**src/rtl/cav4_freq_ramp_if.sv**
```systemverilog
`default_nettype none
// ============================================================================
// Module   : cav4_freq_ramp_if
// Purpose  : Host-side bus for the coarse-frequency slew limiter. Carries the
//            target write, ramp controls and the registered ramp outputs.
// Revision : 1.0  initial release
// ============================================================================
interface cav4_freq_ramp_if #(
  parameter int STEP_W = 16,
  parameter int INTV_W = 16
);
  logic signed [27:0]  target;
  logic                target_we;
  logic [STEP_W-1:0]   step;
  logic [INTV_W-1:0]   interval;
  logic                abort;
  logic signed [27:0]  coarse_freq;
  logic                busy;
  logic                done;

  // Host side: issues targets and controls, observes the ramp
  modport master (
    output target, target_we, step, interval, abort,
    input  coarse_freq, busy, done
  );

  // Ramp block side
  modport slave (
    input  target, target_we, step, interval, abort,
    output coarse_freq, busy, done
  );
endinterface
`default_nettype wire

```
**src/rtl/cav4_freq_ramp.sv**
```systemverilog
`default_nettype none
// ============================================================================
// Module   : cav4_freq_ramp
// Purpose  : Slew-rate-limited coarse cavity detune source. Walks a signed
//            28-bit output toward a host-written target in steps of 'step'
//            every 'interval'+1 cycles, so large host writes never show up as
//            frequency jumps downstream. STEP_W must not exceed 27.
// Revision : 1.0  initial release
// ============================================================================
module cav4_freq_ramp #(
  parameter int STEP_W = 16,
  parameter int INTV_W = 16
) (
  input  wire logic          clk,
  input  wire logic          rst_n,
  cav4_freq_ramp_if.slave    bus
);

  localparam int c_FREQ_W = 28;
  localparam int c_DIFF_W = c_FREQ_W + 1;
  localparam logic [c_DIFF_W-1:0] c_DIFF_ONE = c_DIFF_W'(1);
  localparam logic [INTV_W-1:0]   c_CNT_ONE  = INTV_W'(1);
  localparam logic [INTV_W-1:0]   c_CNT_ZERO = '0;

  typedef enum logic [0:0] {
    ST_IDLE = 1'b0,
    ST_RAMP = 1'b1
  } state_t;

  state_t                       r_state;
  logic signed [c_FREQ_W-1:0]   r_tgt;
  logic signed [c_FREQ_W-1:0]   r_cur;
  logic [INTV_W-1:0]            r_cnt;
  logic                         r_busy;
  logic                         r_done;

  logic [c_DIFF_W-1:0]          w_diff;
  logic                         w_diff_neg;
  logic [c_DIFF_W-1:0]          w_mag;
  logic [c_DIFF_W-1:0]          w_step_diff;
  logic [c_FREQ_W-1:0]          w_step_freq;
  logic                         w_tick;
  logic                         w_close;
  logic [c_FREQ_W-1:0]          w_next;

  // Distance to target in 29 bits so the full 28-bit span cannot wrap
  assign w_diff      = {r_tgt[c_FREQ_W-1], r_tgt} - {r_cur[c_FREQ_W-1], r_cur};
  assign w_diff_neg  = w_diff[c_DIFF_W-1];
  // Magnitude of a 29-bit value; 2^28 is representable as unsigned 29-bit
  assign w_mag       = w_diff_neg ? (~w_diff + c_DIFF_ONE) : w_diff;
  assign w_step_diff = {{(c_DIFF_W-STEP_W){1'b0}}, bus.step};
  assign w_step_freq = {{(c_FREQ_W-STEP_W){1'b0}}, bus.step};

  assign w_tick      = (r_cnt == c_CNT_ZERO);
  // Close enough to land exactly on the target this tick
  assign w_close     = (w_mag <= w_step_diff);
  // Only used when the target is more than one step away, so the result lies
  // strictly between cur and tgt and the 28-bit sum is exact.
  assign w_next      = w_diff_neg ? (r_cur - w_step_freq) : (r_cur + w_step_freq);

  // Ramp state machine with registered output, status and completion pulse
  always_ff @(posedge clk or negedge rst_n) begin
    if (!rst_n) begin
      r_state <= ST_IDLE;
      r_tgt   <= '0;
      r_cur   <= '0;
      r_cnt   <= '0;
      r_busy  <= 1'b0;
      r_done  <= 1'b0;
    end else begin
      r_done <= 1'b0;
      case (r_state)
        ST_IDLE: begin
          // Abort has priority over a simultaneous write
          if (bus.target_we && !bus.abort) begin
            r_tgt   <= bus.target;
            r_cnt   <= bus.interval;
            r_state <= ST_RAMP;
            r_busy  <= 1'b1;
          end
        end
        ST_RAMP: begin
          if (bus.abort) begin
            // Freeze output where it is; the abandoned target is not reported
            r_state <= ST_IDLE;
            r_busy  <= 1'b0;
          end else if (bus.target_we) begin
            // Retarget: continue from the present output, restart the period
            r_tgt <= bus.target;
            r_cnt <= bus.interval;
          end else if (w_tick) begin
            r_cnt <= bus.interval;
            if (w_close) begin
              r_cur   <= r_tgt;
              r_done  <= 1'b1;
              r_state <= ST_IDLE;
              r_busy  <= 1'b0;
            end else begin
              // step == 0 lands here with no movement: a legal stall
              r_cur <= w_next;
            end
          end else begin
            r_cnt <= r_cnt - c_CNT_ONE;
          end
        end
        default: begin
          r_state <= ST_IDLE;
          r_busy  <= 1'b0;
        end
      endcase
    end
  end

  assign bus.coarse_freq = r_cur;
  assign bus.busy        = r_busy;
  assign bus.done        = r_done;

endmodule
`default_nettype wire

```
**src/flat_wrapper.sv**
```systemverilog
// flat-port wrapper written by rule: the top's interface ports become plain ports
module cav4_freq_ramp_flat 
#(
  parameter int STEP_W = 16,
  parameter int INTV_W = 16
)
  (clk, rst_n, bus_target, bus_target_we, bus_step, bus_interval, bus_abort, bus_coarse_freq, bus_busy, bus_done);
  cav4_freq_ramp_if #(.STEP_W(STEP_W), .INTV_W(INTV_W)) bus_i ();
  input  wire logic clk;
  input  wire logic rst_n;
  input wire logic [$bits(bus_i.target)-1:0] bus_target;
  input wire logic [$bits(bus_i.target_we)-1:0] bus_target_we;
  input wire logic [$bits(bus_i.step)-1:0] bus_step;
  input wire logic [$bits(bus_i.interval)-1:0] bus_interval;
  input wire logic [$bits(bus_i.abort)-1:0] bus_abort;
  output wire logic [$bits(bus_i.coarse_freq)-1:0] bus_coarse_freq;
  output wire logic [$bits(bus_i.busy)-1:0] bus_busy;
  output wire logic [$bits(bus_i.done)-1:0] bus_done;
  assign bus_i.target = bus_target;
  assign bus_i.target_we = bus_target_we;
  assign bus_i.step = bus_step;
  assign bus_i.interval = bus_interval;
  assign bus_i.abort = bus_abort;
  assign bus_coarse_freq = bus_i.coarse_freq;
  assign bus_busy = bus_i.busy;
  assign bus_done = bus_i.done;
  cav4_freq_ramp #(.STEP_W(STEP_W), .INTV_W(INTV_W)) u_core (.clk(clk), .rst_n(rst_n), .bus(bus_i));
endmodule
```
**config.mk**
```make
export PLATFORM = sky130hd
export DESIGN_NAME = cav4_freq_ramp_flat
export DESIGN_NICKNAME = d
export VERILOG_FILES = /design/src/rtl/cav4_freq_ramp_if.sv /design/src/rtl/cav4_freq_ramp.sv /design/src/flat_wrapper.sv
export SDC_FILE = /design/constraint.sdc
export NUM_CORES = 1
export LEC_CHECK = 0
export ABC_AREA = 1
export BUFFER_PORTS_ARGS = -buffer_cell sky130_fd_sc_hd__buf_2
export CORE_AREA = 2 2 131 133
export DETAILED_ROUTE_END_ITERATION = 8
export DIE_AREA = 0 0 133 135
export GPL_ROUTABILITY_DRIVEN = 0
export GPL_TIMING_DRIVEN = 0
export PLACE_DENSITY = 0.77
export REMOVE_ABC_BUFFERS = 1
export SETUP_SLACK_MARGIN = 0.4
export SYNTH_ARGS = -nofsm -noshare
export SYNTH_HDL_FRONTEND = slang
export SYNTH_SLANG_ARGS = --single-unit
```
**constraint.sdc**
```tcl
create_clock -name clk -period 4.5 [get_ports clk]
set_input_delay 0.675 -clock clk [delete_from_list [all_inputs] [get_ports clk]]
set_output_delay 0.675 -clock clk [all_outputs]
set_load 0.01 [all_outputs]
```
==> qor.txt, run 1 <==
share of cells above drive strength 1 -> 0.2479
final instance area -> 11,680 um^2
number of I/O port buffers -> 93
violated checks -> setup timing
met3 GRT Util -> 0.03941
vias -> 10.77k
sequential cell area fraction in the yosys report -> 0.2092
post-route insts no fill -> 1,886
Worst-Skew Late Latency -> 340 ps
fillers -> 1,280
Die H -> 135 um
Placement Setup Slack -> -1264 ps
Critical Path Fanout Max -> 7
Num CTS Buffers -> 9
DP Cell Count -> 1,785
post-synth cell types -> 46
Clock Power Share -> 0.179
Slew Viols, Final -> 0
hold violation total from the final report -> 0
final setup margin -> -251.6 ps
clock sink count -> 75
Setup crit start kind -> flip-flop
Initial Util -> 0.5469
number of synthesized flops with an enable pin -> 0
drc violations -> 0
synth top area cells -> dfrtp_1 (21%), nand2_1 (21%), ha_1 (10%), inv_1 (8.2%), nand3_1 (7.1%)
Synth Flop Type -> dfrtp_1
top-count cell post-synth -> nand2_1
first-pass GRT wire length -> 47,830 um
HP Class -> input port to asynchronous set/reset pin
Max Freq -> 0.2105 GHz
vias per inst -> 5.712
met2 Resource Use GR -> 0.5509
VDD IR max -> 0.2285 mV
area of the die -> 17,960 um^2
Arr. time, crit path -> 4970 ps
ys async rst share -> 1.000
total gr overflow -> 0
Final ANT Viol Nets -> 0
# nets final -> 1,803
Synth Register Bits -> 75
leakage power figure -> 6.102 nW
max_cap viols -> 0
Setup Skew -> 11.79 ps
Worst setup EP type -> flip-flop
std cell rows -> 47
Tightest Pin Transition -> 1147 ps
Final setup viols -> 14
Rel. slew slack -> 0.2292
Iteration-0 DRC Markers -> 1,060
# hold bufs at CTS -> 0
syn avg cell area -> 6.022 um^2
Finished Core Util -> 0.7120
Synth top cells by count -> nand2_1 (500), inv_1 (195), nor2_1 (132), nand3_1 (128), a21oi_1 (79)
RSZ-0062 raised after global routing -> yes
logic gate share of total power -> 0.630
root buffer cell -> clkbuf_16
Placeable Area -> 16,410 um^2
largest net degree at the start of global routing -> 43
Total Wirelength -> 31,850 um
switch share -> 0.4760
Die W -> 133 um
switching pwr -> 0.002078 W
vias in the first global route -> 9,742
IO Count -> 94
Reg area -> 1886 um^2
Setup CP Type -> flip-flop to flip-flop
busiest layer in global routing -> met2
multi-input logic area -> 7157 um^2
Pint -> 0.002287 W
Pwr per Cell Area -> 373.6 nW/um^2
placed cell areas -> 9667 um^2
Detailed Routing Iterations Pass 1 -> 6
H-tree levels -> 3
Synth top area share -> 0.2092
wire per inst -> 16.89 um
GRT Total Usage -> 0.3290
crit path time final -> 4752 ps
status -> finished, violations left
Critical Path RT -> 4720 ps
Max Buffers Root-to-Sink -> 2
final period utilization -> 1.056
Layout area overhead -> 30.19%
clk slew on worst S/H paths -> 60 ps
met1 usage -> 0.4341
initial antenna violation count -> 0
diode count -> 0
Gate Count Post-Synth -> 1,490
Tot Pwr -> 0.004364 W
cell accounting for the most synthesized area -> dfrtp_1
Seq pwr share -> 0.191
Cell Area, Synth -> 8972 um^2
YS warnings -> 0
CTS tree -> yes
Post-DP HPWL -> 20,490 um
-- cells in the final DEF, fill, tap and decap left out, types with 26 or more instances in the layout --
master / Yosys / final
nand2_2: 26 / 48
nand3_1: 128 / 110
nand2_1: 500 / 474
a21oi_1: 79 / 63
ha_1: 75 / 43
ha_4: 0 / 26
inv_2: 16 / 28
xor2_1: 38 / 38
nor2_1: 132 / 112
buf_4: 0 / 65
buf_2: 2 / 92
inv_1: 195 / 183
dfrtp_1: 75 / 68
o21ai_0: 57 / 44
-- state kept, by name, indices dropped and copies added (netlist names) --
| register | count |
|---|---|
| u_core.bus.done | 1 |
| u_core.bus.busy | 1 |
| u_core.r_tgt | 28 |
| u_core.r_state | 1 |
| u_core.bus.coarse_freq | 28 |
| u_core.r_cnt | 16 |
-- metrics by stage --
| step | setup TNS (ps) | hold WS, ps |
|---|---|---|
| floorplan | -17820 | 379.4 |
| global placement | -102770 | 449.8 |
| detailed placement | -32170 | 464.9 |
| CTS | 0 | 304.8 |
| global route | -7523 | 320.8 |
| finish | -791.7 | 289.8 |
-- cell families (layout without fill, tap and decap cells) --
family / after synthesis / in the layout / synth area share
AO/OA/AOI/OAI: 185 / 185 / 0.1113
XOR/XNOR: 54 / 54 / 0.05271
adder cells (fa/ha/maj): 77 / 77 / 0.1091
buffers and inverters: 236 / 403 / 0.1028
flip-flops: 75 / 75 / 0.2092
AND/OR/NAND/NOR: 863 / 872 / 0.4150
-- power by group through the flow --
stage | clock network (W) | logic, W | registers [W]
global placement | 0 | 0.00203 | 0.000828
global route | 0.000812 | 0.00302 | 0.000839
CTS | 0.000778 | 0.00239 | 0.000821
detailed placement | 0 | 0.00208 | 0.000829
finish | 0.000779 | 0.00275 | 0.000834
floorplan | 0 | 0.00163 | 0.000807
-- final timing paths --
| path | from | to | slack, ps | depth (start not counted) |
|---|---|---|---|---|
| hold reg to reg | u_core.bus.busy$_DFFE_PN0P_ | u_core.bus.busy$_DFFE_PN0P_ | 480 | 2 |
| max in group asynchronous | rst_n | u_core.bus.coarse_freq[9]$_DFFE_PN0P_ | 3600 | 2 |
| min in group clk | u_core.bus.busy$_DFFE_PN0P_ | u_core.bus.busy$_DFFE_PN0P_ | 480 | 2 |
| setup reg to reg | u_core.bus.coarse_freq[17]$_DFFE_PN0P_ | u_core.bus.coarse_freq[24]$_DFFE_PN0P_ | -250 | 27 |
| setup / recovery | u_core.bus.coarse_freq[17]$_DFFE_PN0P_ | u_core.bus.coarse_freq[24]$_DFFE_PN0P_ | -250 | 27 |
| hold / removal | rst_n | u_core.r_tgt[27]$_DFFE_PN0P_ | 290 | 1 |
-- layout make-up --
| class | instances | area share |
|---|---|---|
| clock inverters | 4 | 0.006534 |
| clock buffers | 11 | 0.01992 |
| repair buffers | 175 | 0.1074 |
| multi-input cells | 1188 | 0.6127 |
| inverters | 213 | 0.06844 |
| flip-flops and latches | 75 | 0.1614 |
| well taps | 220 | 0.02356 |
-- per-layer routing --
metal | vias to the layer above | share of wire
met4 | 0 | 0.059
met2 | 629 | 0.46
met1 | 4845 | 0.40
met3 | 165 | 0.087
met5 | - | 0
li1 | 5133 | -
-- worst max-delay path: stages, from the launching register on --
cell and delay (ps):
dfrtp_2 450, inv_2 80, ha_4 230, nand2_1 110, nand2_1 100, a21oi_2 180
o21a_1 210, nor2_2 70, nor2_2 180, buf_6 140, nand3_4 130, nand2_2 180
buf_4 160, buf_4 150, nand2_1 90, xor2_1 150, ha_1 340, a21oi_1 250
o21ai_1 170, a21oi_2 180, o21ai_1 110, nand2_1 100, nand2_2 90, a21oi_2 190
o21ai_0 130, or2_2 300, nand4_1 90, nand3_1 70
-- repair_timing --
action	CTS	global route
gates resized for setup	108	105
gates cloned	7	3
endpoints found under the setup margin	31	31
endpoints found under the hold margin	0	0
pin swaps	35	24
buffers inserted	43	33
Power figures use the tool's default switching activity.
==> run 2: changes to the inputs <==
--- a/config.mk
+++ b/config.mk
@@ -7,12 +7,12 @@
 export LEC_CHECK = 0
 export ABC_AREA = 1
 export BUFFER_PORTS_ARGS = -buffer_cell sky130_fd_sc_hd__buf_2
-export CORE_AREA = 2 2 131 133
+export CORE_AREA = 2 2 125 127
 export DETAILED_ROUTE_END_ITERATION = 8
-export DIE_AREA = 0 0 133 135
+export DIE_AREA = 0 0 127 129
 export GPL_ROUTABILITY_DRIVEN = 0
 export GPL_TIMING_DRIVEN = 0
-export PLACE_DENSITY = 0.77
+export PLACE_DENSITY_LB_ADDON = 0.1
 export REMOVE_ABC_BUFFERS = 1
 export SETUP_SLACK_MARGIN = 0.4
 export SYNTH_ARGS = -nofsm -noshare
==> constraint.sdc (replaced) <==
create_clock -name clk -period 4.8 [get_ports clk]
set_input_delay 0.72 -clock clk [delete_from_list [all_inputs] [get_ports clk]]
set_output_delay 0.72 -clock clk [all_outputs]
set_load 0.01 [all_outputs]
==> run 2 against run 1 <==
  * The run now ends clean
  * Power is 7.9% lower
  * Setup slack gained 410 ps
  * Sequential power shrank 6.0%
  * First-iteration DRC count shrank 1.3%
  * Non-clock buffer count is 14 lower
  * Critical path depth fell by 1
  * Wire length decreased by 3.8%
  * Clock skew fell by 2.1 ps
  * Global-route usage grew 2.9 points
==> qor.txt, run 2 (synthesized netlist as in run 1, its figures left out) <==
status -> finished, final reports clean
Setup crit start kind -> flip-flop
vias -> 10.62k (-1.5%)
Worst-Skew Late Latency -> 340 ps (about the same)
Die W -> 127 um (-4.5%)
GRT Total Usage -> 0.3584 (+0.02938)
Setup Skew -> 9.707 ps (-2.082 ps)
max_cap viols -> 0 (unchanged)
Initial Util -> 0.5991 (+0.05222)
logic gate share of total power -> 0.641 (+0.011)
IO Count -> 94 (unchanged)
setup TNS -> 0 ps (+791.7 ps)
switching pwr -> 0.001984 W (-4.5%)
H-tree levels -> 3 (unchanged)
switch share -> 0.4937 (+0.01764)
VDD IR max -> 0.1830 mV (-20%)
Setup CP Type -> flip-flop to flip-flop
# hold bufs at CTS -> 0 (unchanged)
share of cells above drive strength 1 -> 0.2514 (+0.003464)
fillers -> 1,168 (-8.8%)
Max Freq -> 0.2155 GHz (+2.4%)
Clock Power Share -> 0.164 (-0.015)
Die H -> 129 um (-4.4%)
Detailed Routing Iterations Pass 1 -> 5 (-1)
total gr overflow -> 0 (unchanged)
Tightest Pin Transition -> 936.6 ps (-210.0 ps)
first-pass GRT wire length -> 46,780 um (-2.2%)
wire per inst -> 16.66 um (-1.3%)
vias in the first global route -> 9,570 (-1.8%)
# nets final -> 1,787 (-0.89%)
clk slew on worst S/H paths -> 70 ps (about the same)
clock sink count -> 75 (unchanged)
vias per inst -> 5.772 (+1.1%)
Critical Path RT -> 5030 ps (+310 ps)
leakage power figure -> 6.059 nW (-0.70%)
number of I/O port buffers -> 93 (unchanged)
Max Buffers Root-to-Sink -> 2 (unchanged)
area of the die -> 16,380 um^2 (-8.8%)
Placeable Area -> 14,980 um^2 (-8.7%)
root buffer cell -> clkbuf_16
RSZ-0062 raised after global routing -> yes
crit path time final -> 4641 ps (-111.0 ps)
Pint -> 0.002035 W (-11%)
initial antenna violation count -> 0 (unchanged)
std cell rows -> 45 (-4.3%)
Final setup viols -> 0 (-14)
Worst setup EP type -> flip-flop
largest net degree at the start of global routing -> 41 (-4.7%)
Critical Path Fanout Max -> 5 (-2)
Final ANT Viol Nets -> 0 (unchanged)
Arr. time, crit path -> 4870 ps (-100 ps)
Seq pwr share -> 0.195 (+0.004)
Post-DP HPWL -> 20,790 um (+1.4%)
Total Wirelength -> 30,640 um (-3.8%)
HP Class -> input port to asynchronous set/reset pin
diode count -> 0 (unchanged)
Num CTS Buffers -> 9 (unchanged)
Hold WS -> 326.1 ps (+36.34 ps)
final period utilization -> 0.9668 (-0.08912)
hold violation total from the final report -> 0 (unchanged)
drc violations -> 0 (unchanged)
Crit path top cell by count -> a21oi_2
Pwr per Cell Area -> 348.7 nW/um^2 (-6.7%)
Iteration-0 DRC Markers -> 1,046 (-1.3%)
slowest cell delay on critical path -> 440 ps (about the same)
Layout area overhead -> 28.46%
CTS tree -> yes
Rel. slew slack -> 0.3717 (+0.1425)
Slew Viols, Final -> 0 (unchanged)
CP max-delay cell -> dfrtp_1
commonest non-fill, non-tap cell in the layout -> nand2_1
most frequent cells in the layout -> nand2_1 (462), inv_1 (186), nor2_1 (111)
==> run 2: changes by cell type in the layout (fill, tap and decap cells not counted), sizes merged <==
| cell | previous run | this run |
|---|---|---|
| bufinv | 2 | 0 |
| clkinv | 3 | 2 |
| inv | 211 | 213 |
| clkbuf | 12 | 10 |
| buf | 174 | 161 |
| clkinvlp | 1 | 4 |
| nand2 | 538 | 536 |
==> run 2: per-layer routing <==
metal	global-route usage	wire length, um	vias up
met3	0.04699	2511	108
met5	0	0	-
met2	0.6053	14470	480
li1	-	-	5103
met1	0.4699	12330	4924
met4	0.1403	1334	0
==> run 2: stage by stage <==
stage / utilization / total power, W / cell area, um^2 / worst slack [ps] / std cells
after floorplan: - / 0.002285 / 8850 / -603.5 / 1467
after detailed placement: 0.6423 / 0.002763 / 9619 / -972.8 / 1753
after CTS: 0.7305 / 0.003746 / 10940 / 353.0 / 1820
after global routing: 0.7696 / 0.004300 / 11530 / -16.05 / 1839
final: 0.7696 / 0.004019 / 11530 / 159.4 / 1839
after global placement: 0.6377 / 0.002717 / 9550 / -3994 / 1748
==> run 2: repair_timing <==
action	4_1_cts	5_1_grt
gates cloned	6	1
setup endpoints to repair	31	31
pin swaps	36	40
buffers inserted	45	18
resized for setup	139	95
==> run 2: final timing paths <==
path / startpoint / slack [ps] / endpoint / cells past startpoint
min in group clk: u_core.bus.busy$_DFFE_PN0P_ / 500 / u_core.bus.busy$_DFFE_PN0P_ / 2
worst max-delay path: u_core.r_tgt[8]$_DFFE_PN0P_ / 160 / u_core.bus.coarse_freq[24]$_DFFE_PN0P_ / 26
worst max register to register: u_core.r_tgt[8]$_DFFE_PN0P_ / 160 / u_core.bus.coarse_freq[24]$_DFFE_PN0P_ / 26
worst min register to register: u_core.bus.busy$_DFFE_PN0P_ / 500 / u_core.bus.busy$_DFFE_PN0P_ / 2
max in group asynchronous: rst_n / 3850 / u_core.bus.coarse_freq[15]$_DFFE_PN0P_ / 2
worst min-delay path: rst_n / 330 / u_core.r_cnt[3]$_DFFE_PN0P_ / 1
==> run 2: critical path, delay by kind of cell, from the launching register on <==
kind | cells | cell delay [ps]
AOI/OAI and AO/OA | 8 | 1100
and+or+nand+nor | 13 | 1710
xor gates and xnor gates | 1 | 230
buffers and inverters | 2 | 320
DFF | 1 | 440
adders and majority gates | 2 | 730
==> run 2: area by class of cell <==
cell class	count	area [um^2]	area share
multi-input cells	1186	7202	0.6248
flip-flops and latches	75	1891	0.1640
repair buffers	161	1112	0.09650
inverters	213	799.5	0.06937
clock buffers	10	239.0	0.02073
well taps	188	235.2	0.02041
clock inverters	6	47.55	0.004125
==> run 2: power by group through the flow <==
stage	Combinational, W	Clock [W]	Sequential [W]
finish	0.00258	0.000660	0.000784
global placement	0.00194	0	0.000779
floorplan	0.00153	0	0.000757
CTS	0.00232	0.000656	0.000771
detailed placement	0.00198	0	0.000779
global route	0.00283	0.000685	0.000788
==> run 3: changes to the inputs <==
--- a/config.mk
+++ b/config.mk
@@ -14,7 +14,7 @@
 export GPL_TIMING_DRIVEN = 0
 export PLACE_DENSITY_LB_ADDON = 0.1
 export REMOVE_ABC_BUFFERS = 1
-export SETUP_SLACK_MARGIN = 0.4
+export SETUP_SLACK_MARGIN = 0.05
 export SYNTH_ARGS = -nofsm -noshare
 export SYNTH_HDL_FRONTEND = slang
 export SYNTH_SLANG_ARGS = --single-unit
==> run 3 against run 2 <==
  * Wire length decreased by 5.0%
  * Non-clock buffer count down 6
  * Flip-flop and latch count is the same
  * Critical path depth up 1
  * Critical endpoint unchanged
  * Clock skew about the same
  * Setup slack got worse by 140 ps
  * Combinational power decreased by 5%
  * Sequential share of layout area grew 0.57 points
==> qor.txt, run 3 (synthesized netlist as in run 1, its figures left out) <==
hold violation total from the final report -> 0 (unchanged)
Slew Viols, Final -> 0 (unchanged)
vias -> 10.32k (-2.8%)
# nets final -> 1,779 (-0.45%)
crit path time final -> 4779 ps (+138.6 ps)
diode count -> 0 (unchanged)
CTS tree -> yes
first-pass GRT wire length -> 44,650 um (-4.5%)
Num CTS Buffers -> 9 (unchanged)
wire per inst -> 15.90 um (-4.5%)
vias per inst -> 5.638 (-2.3%)
HP Class -> input port to asynchronous set/reset pin
most frequent cells in the layout -> nand2_1 (476), inv_1 (187), nor2_1 (120), nand3_1 (120), buf_2 (92)
share of cells above drive strength 1 -> 0.2167 (-0.03469)
Worst setup EP type -> flip-flop
Setup Skew -> 9.607 ps (-0.09998 ps)
Seq pwr share -> 0.200 (+0.005)
Pwr per Cell Area -> 350.3 nW/um^2 (+0.44%)
H-tree levels -> 3 (unchanged)
Final ANT Viol Nets -> 0 (unchanged)
vias in the first global route -> 9,129 (-4.6%)
Iteration-0 DRC Markers -> 847 (-19%)
Post-DP HPWL -> 20,790 um (unchanged)
Rel. slew slack -> 0.3792 (+0.007463)
Placeable Area -> 14,980 um^2 (unchanged)
Tightest Pin Transition -> 927.8 ps (-8.832 ps)
logic gate share of total power -> 0.631 (-0.010)
Setup crit start kind -> flip-flop
Critical Path Fanout Max -> 7 (+2)
switching pwr -> 0.001904 W (-4.0%)
largest net degree at the start of global routing -> 41 (unchanged)
Final setup viols -> 0 (unchanged)
std cell rows -> 45 (unchanged)
VDD IR max -> 0.1780 mV (-2.7%)
Die W -> 127 um (unchanged)
commonest non-fill, non-tap cell in the layout -> nand2_1
Arr. time, crit path -> 5000 ps (+130 ps)
clock sink count -> 75 (unchanged)
initial antenna violation count -> 0 (unchanged)
Layout area overhead -> 23.82%
fillers -> 1,267 (+8.5%)
Detailed Routing Iterations Pass 1 -> 6 (+1)
Pint -> 0.001987 W (-2.4%)
area of the die -> 16,380 um^2 (unchanged)
Die H -> 129 um (unchanged)
setup TNS -> 0 ps (unchanged)
GRT Total Usage -> 0.3403 (-0.01810)
Critical Path RT -> 5020 ps (about the same)
clk slew on worst S/H paths -> 70 ps (about the same)
final instance area -> 11,110 um^2 (-3.6%)
Max Freq -> 0.2092 GHz (-2.9%)
# hold bufs at CTS -> 0 (unchanged)
Setup CP Type -> flip-flop to flip-flop
drc violations -> 0 (unchanged)
Worst-Skew Late Latency -> 340 ps (about the same)
IO Count -> 94 (unchanged)
status -> finished, final reports clean
total gr overflow -> 0 (unchanged)
Total Wirelength -> 29,120 um (-5.0%)
Clock Power Share -> 0.169 (+0.005)
root buffer cell -> clkbuf_16
max_cap viols -> 0 (unchanged)
placed cell areas -> 9619 um^2 (unchanged)
leakage power figure -> 5.927 nW (-2.2%)
number of I/O port buffers -> 93 (unchanged)
RSZ-0062 raised after global routing -> yes
Initial Util -> 0.5991 (unchanged)
switch share -> 0.4894 (-0.004272)
final period utilization -> 0.9957 (+0.02889)
Finished Core Util -> 0.7418 (-0.02782)
Max Buffers Root-to-Sink -> 2 (unchanged)
[run 3: cell count changes in the layout (fill, tap and decap cells not counted), moves of 5 or more]
cell,change
nand3_1,+10
nand2_1,+14
nand3_2,-8
nor2_2,-8
nand2_2,-7
o21ai_2,-7
nor2_1,+9
nand2_4,-5
ha_4,-6
[run 3: power by group through the flow]
stage / registers (W) / logic [W] / clock network [W]
floorplan: 0.000757 / 0.00153 / 0
global placement: 0.000779 / 0.00194 / 0
detailed placement: 0.000779 / 0.00198 / 0
CTS: 0.000769 / 0.00209 / 0.000656
global route: 0.000785 / 0.00271 / 0.000685
finish: 0.000779 / 0.00245 / 0.000658
[run 3: repair_timing]
item,in CTS,in global routing
endpoints found under the setup margin,31,31
buffers inserted,17,40
pin swaps,8,39
resized for setup,41,122
cloned,5,0
hold endpoints to repair,0,0
[run 3: final cells by class]
type,count,area (um^2),area share
well taps,188,235.2,0.02117
inverters,213,799.5,0.07197
clock buffers,10,239.0,0.02151
flip-flops and latches,75,1886,0.1697
multi-input cells,1184,6882,0.6194
repair buffers,155,1021,0.09190
clock inverters,6,47.55,0.004280
[run 3: worst max-delay path, stage by stage, from the launching register on]
cell      delay (ps)
dfrtp_1          420
inv_1             70
ha_2             390
nand2_2          120
nor2_2           170
nand2_1          140
nand3_4          120
nand3b_1         150
buf_6            170
nand3_4          120
nand2_8          110
buf_8            160
nor2_2           110
xor2_1           270
ha_1             340
a21oi_2          170
o21ai_0          120
a21oi_2          180
o21ai_4          120
a21oi_2          200
o21ai_1          120
nand2_1          100
nand2_2           80
a21oi_2          170
o21ai_1           90
or2_2            280
nand4_1           80
nand3_1           70
[run 3: worst paths after layout]
kind	end	cells past startpoint	slack, ps	from
worst max-delay path	u_core.bus.coarse_freq[24]$_DFFE_PN0P_	27	20	u_core.bus.coarse_freq[8]$_DFFE_PN0P_
worst min-delay path	u_core.r_cnt[3]$_DFFE_PN0P_	1	330	rst_n
worst max register to register	u_core.bus.coarse_freq[24]$_DFFE_PN0P_	27	20	u_core.bus.coarse_freq[8]$_DFFE_PN0P_
worst min register to register	u_core.bus.busy$_DFFE_PN0P_	2	500	u_core.bus.busy$_DFFE_PN0P_
max in group asynchronous	u_core.bus.coarse_freq[15]$_DFFE_PN0P_	2	3860	rst_n
min in group clk	u_core.bus.busy$_DFFE_PN0P_	2	500	u_core.bus.busy$_DFFE_PN0P_
[run 3: layer usage]
layer  vias to the layer above  track usage  share of wire
met5                         -            0              0
met4                         0       0.1144          0.031
met3                        71      0.03825          0.080
met2                       429       0.5689           0.47
met1                      4753       0.4626           0.42
li1                       5070            -              -
[run 3: per-stage QoR]
step | worst slack [ps] | std cells | total power [W] | hold slack (ps)
after detailed placement | -972.8 | 1753 | 0.002763 | 488.3
after CTS | 58.22 | 1791 | 0.003516 | 343.4
final | 20.74 | 1831 | 0.003891 | 330.8
after global routing | -109.4 | 1831 | 0.004178 | 373.8
after global placement | -3994 | 1748 | 0.002717 | 452.0
after floorplan | -603.5 | 1467 | 0.002285 | 424.4
